==> config.mk <==
export PLATFORM = sky130hd
export DESIGN_NAME = tx_engine
export DESIGN_NICKNAME = d
export VERILOG_FILES = /design/src/rtl/tx_engine.sv
export SDC_FILE = /design/constraint.sdc
export NUM_CORES = 1
export LEC_CHECK = 0
export BUFFER_PORTS_ARGS = -buffer_cell sky130_fd_sc_hd__buf_2
export CAP_MARGIN = 10
export CORE_MARGIN = 2
export CORE_UTILIZATION = 62
export CTS_CLUSTER_SIZE = 8
export DETAILED_ROUTE_END_ITERATION = 8
export PLACE_DENSITY = 0.85
export SYNTH_ARGS = -nofsm -noshare
export SYNTH_HDL_FRONTEND = slang
export SYNTH_SLANG_ARGS = --single-unit
==> constraint.sdc <==
create_clock -name clk -period 4.7 [get_ports clk]
set_clock_uncertainty 0.2 [all_clocks]
set_input_delay 1.41 -clock clk [delete_from_list [all_inputs] [get_ports clk]]
set_output_delay 1.41 -clock clk [all_outputs]
set_load 0.01 [all_outputs]
==> src/rtl/tx_engine.sv <==
// UART transmit engine: start bit, 7/8 data bits LSB first, optional parity, stop bit(s).
// Define TX_TWO_STOP_EN to append a second stop bit (STOP2) before returning to idle.
module tx_engine #(
    parameter int BR_W   = 20,
    parameter int DATA_W = 8
) (
    input  logic              clk,
    input  logic              reset,
    input  logic              load,
    input  logic [DATA_W-1:0] out_port,
    input  logic              bit8,
    input  logic              pen,
    input  logic              ohel,
    input  logic [BR_W-1:0]   br,
    output logic              tx,
    output logic              txrdy
);

`ifdef TX_TWO_STOP_EN
    typedef enum logic [2:0] {IDLE, START, DATA, PARITY, STOP, STOP2} state_t;
`else
    typedef enum logic [2:0] {IDLE, START, DATA, PARITY, STOP} state_t;
`endif

    state_t              state_q, state_d;
    logic [BR_W-1:0]     cnt_q, cnt_d;
    logic [2:0]          idx_q, idx_d;
    logic [DATA_W-1:0]   shift_q, shift_d;
    logic                bit8_q, bit8_d;
    logic                pen_q, pen_d;
    logic                par_q, par_d;
    logic [BR_W-1:0]     br_q, br_d;

    logic                accept;
    logic                bit_end;
    logic [BR_W-1:0]     br_eff;
    logic [2:0]          last_idx;
    logic [DATA_W-1:0]   data_sel;

    assign accept   = load && (state_q == IDLE);
    assign br_eff   = (br_q == '0) ? BR_W'(1) : br_q;
    assign bit_end  = (cnt_q == br_eff);
    assign last_idx = bit8_q ? 3'd7 : 3'd6;

    always_ff @(posedge clk) begin
        if (!reset) begin
            state_q <= IDLE;
            cnt_q   <= '0;
            idx_q   <= '0;
            shift_q <= '0;
            bit8_q  <= 1'b0;
            pen_q   <= 1'b0;
            par_q   <= 1'b0;
            br_q    <= '0;
        end else begin
            state_q <= state_d;
            cnt_q   <= cnt_d;
            idx_q   <= idx_d;
            shift_q <= shift_d;
            bit8_q  <= bit8_d;
            pen_q   <= pen_d;
            par_q   <= par_d;
            br_q    <= br_d;
        end
    end

    always_comb begin
        state_d = state_q;
        case (state_q)
            IDLE:   if (load) state_d = START;
            START:  if (bit_end) state_d = DATA;
            DATA:   if (bit_end && (idx_q == last_idx)) state_d = pen_q ? PARITY : STOP;
            PARITY: if (bit_end) state_d = STOP;
`ifdef TX_TWO_STOP_EN
            STOP:   if (bit_end) state_d = STOP2;
            STOP2:  if (bit_end) state_d = IDLE;
`else
            STOP:   if (bit_end) state_d = IDLE;
`endif
            default: state_d = IDLE;
        endcase
    end

    // Parity is folded at load time from the data bits actually sent, so only par_q is kept.
    always_comb begin
        cnt_d    = cnt_q;
        idx_d    = idx_q;
        shift_d  = shift_q;
        bit8_d   = bit8_q;
        pen_d    = pen_q;
        par_d    = par_q;
        br_d     = br_q;
        data_sel = out_port;
        if (!bit8) data_sel[DATA_W-1] = 1'b0;
        if (accept) begin
            shift_d = out_port;
            bit8_d  = bit8;
            pen_d   = pen;
            par_d   = (^data_sel) ^ ohel;
            br_d    = br;
            cnt_d   = BR_W'(1);
            idx_d   = 3'd0;
        end else if (state_q != IDLE) begin
            if (bit_end) begin
                cnt_d = BR_W'(1);
                if (state_q == DATA) begin
                    shift_d = shift_q >> 1;
                    idx_d   = idx_q + 3'd1;
                end
            end else begin
                cnt_d = cnt_q + BR_W'(1);
            end
        end
    end

    always_comb begin
        tx    = 1'b1;
        txrdy = 1'b0;
        case (state_q)
            IDLE:    txrdy = 1'b1;
            START:   tx    = 1'b0;
            DATA:    tx    = shift_q[0];
            PARITY:  tx    = par_q;
            default: tx    = 1'b1;
        endcase
    end

endmodule

==> implementation parameters <==
Parameter                              Value

Power
  Switching power as a share of total power ... 32.6%
  Fraction of power consumed by the clock network ... 29.6%
  Internal power component ... 0.861 mW
  Power density over the cells ... 407 nW/um2
  Flop pwr share ... 45.8%
  Reported net switching power ... 0.416 mW
  IR drop worst, VDD ... 0.281 mV
  Combinational share of power ... 24.6%
  P_leak ... 1.24 nW

Floorplan
  Starting density of the core ... 64.4%
  DIE HEIGHT ... 71.2 um
  Area of the die ... 5070 um2
  Number of top-level pins ... 36
  CORE AREA ... 4350 um2
  Row Count ... 24
  Die X ... 71.2 um

Logic synthesis
  Yosys warnings ... 0
  Synthesized netlist cell count ... 345
  Most instantiated flip-flop cell in the synthesis netlist ... sky130_fd_sc_hd__dfxtp_1
  Count of flip-flops with a built-in enable after synthesis ... 0
  Synth top cells by count ... 59 x sky130_fd_sc_hd__nand2_1, 57 x sky130_fd_sc_hd__dfxtp_1, 30 x sky130_fd_sc_hd__nor2_1, 27 x sky130_fd_sc_hd__xor2_1, 25 x sky130_fd_sc_hd__nand3_1
  Synthesized area per cell ... 8.12 um2
  FFs w/ async S/R, synth ... 0%
  Cells taking the most area after synthesis ... sky130_fd_sc_hd__dfxtp_1 41%, sky130_fd_sc_hd__xor2_1 8.4%, sky130_fd_sc_hd__nand2_1 7.9%
  Most common cell in the synthesized netlist ... sky130_fd_sc_hd__nand2_1
  Cell taking the most area after synthesis ... sky130_fd_sc_hd__dfxtp_1
  Share of the synthesized area in the top cell type ... 40.7%
  Register area share after synthesis ... 40.7%
  Number of synthesized register bits ... 57
  Count of unique library cells instantiated by Yosys ... 39
  Post-synthesis net count ... 381
  Post-Synthesis Cell Area ... 2800 um2

Global route
  First-pass GRT wire length ... 10,300 um
  Pin count of the biggest net entering global routing ... 42
  Vias in the first global route ... 2,254
  Overall fraction of global-route tracks in use ... 25.7%
  Antenna violations before repair ... 0
  Remaining global-route overflow ... 0

Route
  Drt initial violations ... 202
  Wire length reported by the detailed router ... 6030 um
  Vias per cell ... 5.62
  Wire length per cell after detailed routing ... 14.0 um
  Total via count after detailed routing ... 2,424
  Number of nets with antenna violations after detailed routing ... 0
  Detailed Routing Iterations Pass 1 ... 4
  Post-route DRC ... 0

Clock network
  CTS tree ... done
  Clock buffer count from CTS ... 9
  Number of resized instances in the post-cts repair step ... 0
  Total number of H-tree levels ... 3
  Buffers from clock root to sink, at most ... 2
  Clk Latency, worst-skew pair ... 330 ps
  CTS Root Buffer Type ... sky130_fd_sc_hd__clkbuf_8
  Post-CTS Repair Setup Buffers ... 0
  Clock transition at the registers of the reported paths ... 60 ps
  Number of buffers added to fix hold violations after cts ... 0
  Clock tree sinks ... 57

STA
  Unrepaired setup endpoints after global routing ... false
  Final Max Slew Viols ... 0
  Worst slack on hold paths ... 287 ps
  Slew at the pin closest to its max-slew limit ... 794 ps
  Number of failing hold endpoints at the final stage ... 0
  Final setup violating endpoints ... 0
  Highest achievable clock rate ... 310 MHz
  Total negative slack ... 0 ps
  Post-route fraction of the period consumed by the critical path ... 68.6%
  Worst-case headroom to the max-slew limit ... 46.6%
  Shortest clock period the worst path allows after layout ... 3220 ps

Cells and area
  Antenna fix cells ... 0
  Share of cells above drive strength 1 ... 13.5%
  Sequential standard cell area ... 1140 um2
  Area growth from synthesis to layout ... 12.0%
  Combined area of the multi-input logic cells ... 1570 um2
  Total of fill cells in the finished design ... 340
  Total number of nets in the final design ... 411
  Post-route standard cell area excluding fillers ... 3140 um2

Placed design
  Detailed-placement wirelength estimate ... 4130 um
  Total placed instance area ... 2980 um2
  Port bufs ... 35
  Final weighted congestion in routability-driven placement ... 0.836

Worst setup path
  Worst path buffer plus inverter count ... 2
  Req. time, crit path ... 3090 ps
  Max incr delay on CP ... 520 ps
  Startpoint class of the critical path ... flip-flop
  Signal arrival time at the worst endpoint ... 1610 ps
  Highest net fanout along the worst path ... 8
  Chain of cells forming the critical path ... or3_1 -> inv_1 -> buf_2
  Slowest cell on crit path ... sky130_fd_sc_hd__or3_1
  Critical Setup Path Class ... flip-flop to output pin
  Kind of capture point of the worst setup path ... output pin
  Crit-path leading delay family ... simple AND/OR/NAND/NOR gates

Worst hold path
  Type of the tightest min-delay check ... flip-flop to flip-flop

Run
  Max capacitance violation total ... 0

Status
  Result of the run ... finished clean
-- routing by layer --
layer | GRT usage, % | part of all wire (%) | vias up
met5 | 0 | 0 | -
met4 | 12.8 | 2.1 | 0
met3 | 5.49 | 4.0 | 14
met2 | 37.1 | 45 | 55
met1 | 36.5 | 49 | 1110
li1 | - | - | 1245
-- placed cells by master (no fill, tap or decap), drive strengths merged, types with 3 or more instances in the layout --
| cell | n |
|---|---|
| inv | 5 |
| a31oi | 11 |
| nand2 | 59 |
| nand3b | 3 |
| buf | 37 |
| nand2b | 3 |
| nor2 | 30 |
| nor4 | 8 |
| or4 | 4 |
| xnor2 | 19 |
| a21boi | 24 |
| dfxtp | 57 |
| nand3 | 25 |
| o21ai | 20 |
| clkbuf | 15 |
| and3 | 4 |
| xor2 | 27 |
| nor3 | 4 |
-- final timing paths --
check	from	endpoint	slack [ps]	depth (start not counted)
max	state_q[1]	txrdy	1480	3
min	br_q[4]	br_q[4]	290	2
max reg2reg	br_q[1]	state_q[2]	1880	6
min reg2reg	br_q[4]	br_q[4]	290	2
-- power groups by stage --
stage	Clock [mW]	Sequential (mW)	Combinational, mW
floorplan	0	0.579	0.244
global placement	0	0.591	0.300
detailed placement	0	0.593	0.307
CTS	0.383	0.584	0.312
global route	0.410	0.592	0.354
finish	0.378	0.585	0.314
-- state kept, by name (all words and copies together) (netlist names) --
signal / cells
br_q: 20
idx_q: 3
bit8_q: 1
shift_q: 8
par_q: 1
pen_q: 1
cnt_q: 20
state_q: 3
-- cell type report --
| class | count | share of cell area, % |
|---|---|---|
| clock buffer | 15 | 4.98 |
| multi-input combinational | 265 | 49.9 |
| inverter | 5 | 0.598 |
| timing repair buffer | 37 | 6.06 |
| sequential | 57 | 36.3 |
| tap | 52 | 2.07 |
-- kinds of logic after synthesis --
kind of cell | after synthesis | synth area share [%]
and+or+nand+nor | 151 | 25.0
AOI/OAI and AO/OA | 65 | 15.3
DFF | 57 | 40.7
xor gates and xnor gates | 46 | 14.4
buffers and inverters | 23 | 3.35
adders and majority gates | 2 | 0.893
muxes | 1 | 0.402
-- worst register-to-register path, delay by kind of cell, from the launching register on --
family	cells	cell delay [ps]
AND/OR/NAND/NOR	3	1820
AO/OA/AOI/OAI	3	400
flip-flops	1	340
-- per-stage QoR --
| stage | instances | power [mW] | utilization (%) | worst slack (ps) |
|---|---|---|---|---|
| final | 431 | 1.28 | 72.1 | 1480 |
| after global routing | 431 | 1.36 | 72.1 | 1410 |
| after CTS | 431 | 1.28 | 72.1 | 1480 |
| after detailed placement | 416 | 0.900 | 68.5 | 1700 |
| after global placement | 416 | 0.891 | 68.5 | 1770 |
| after floorplan | 345 | 0.823 | - | 2070 |
Note: power is estimated with default switching activity, not from simulation.
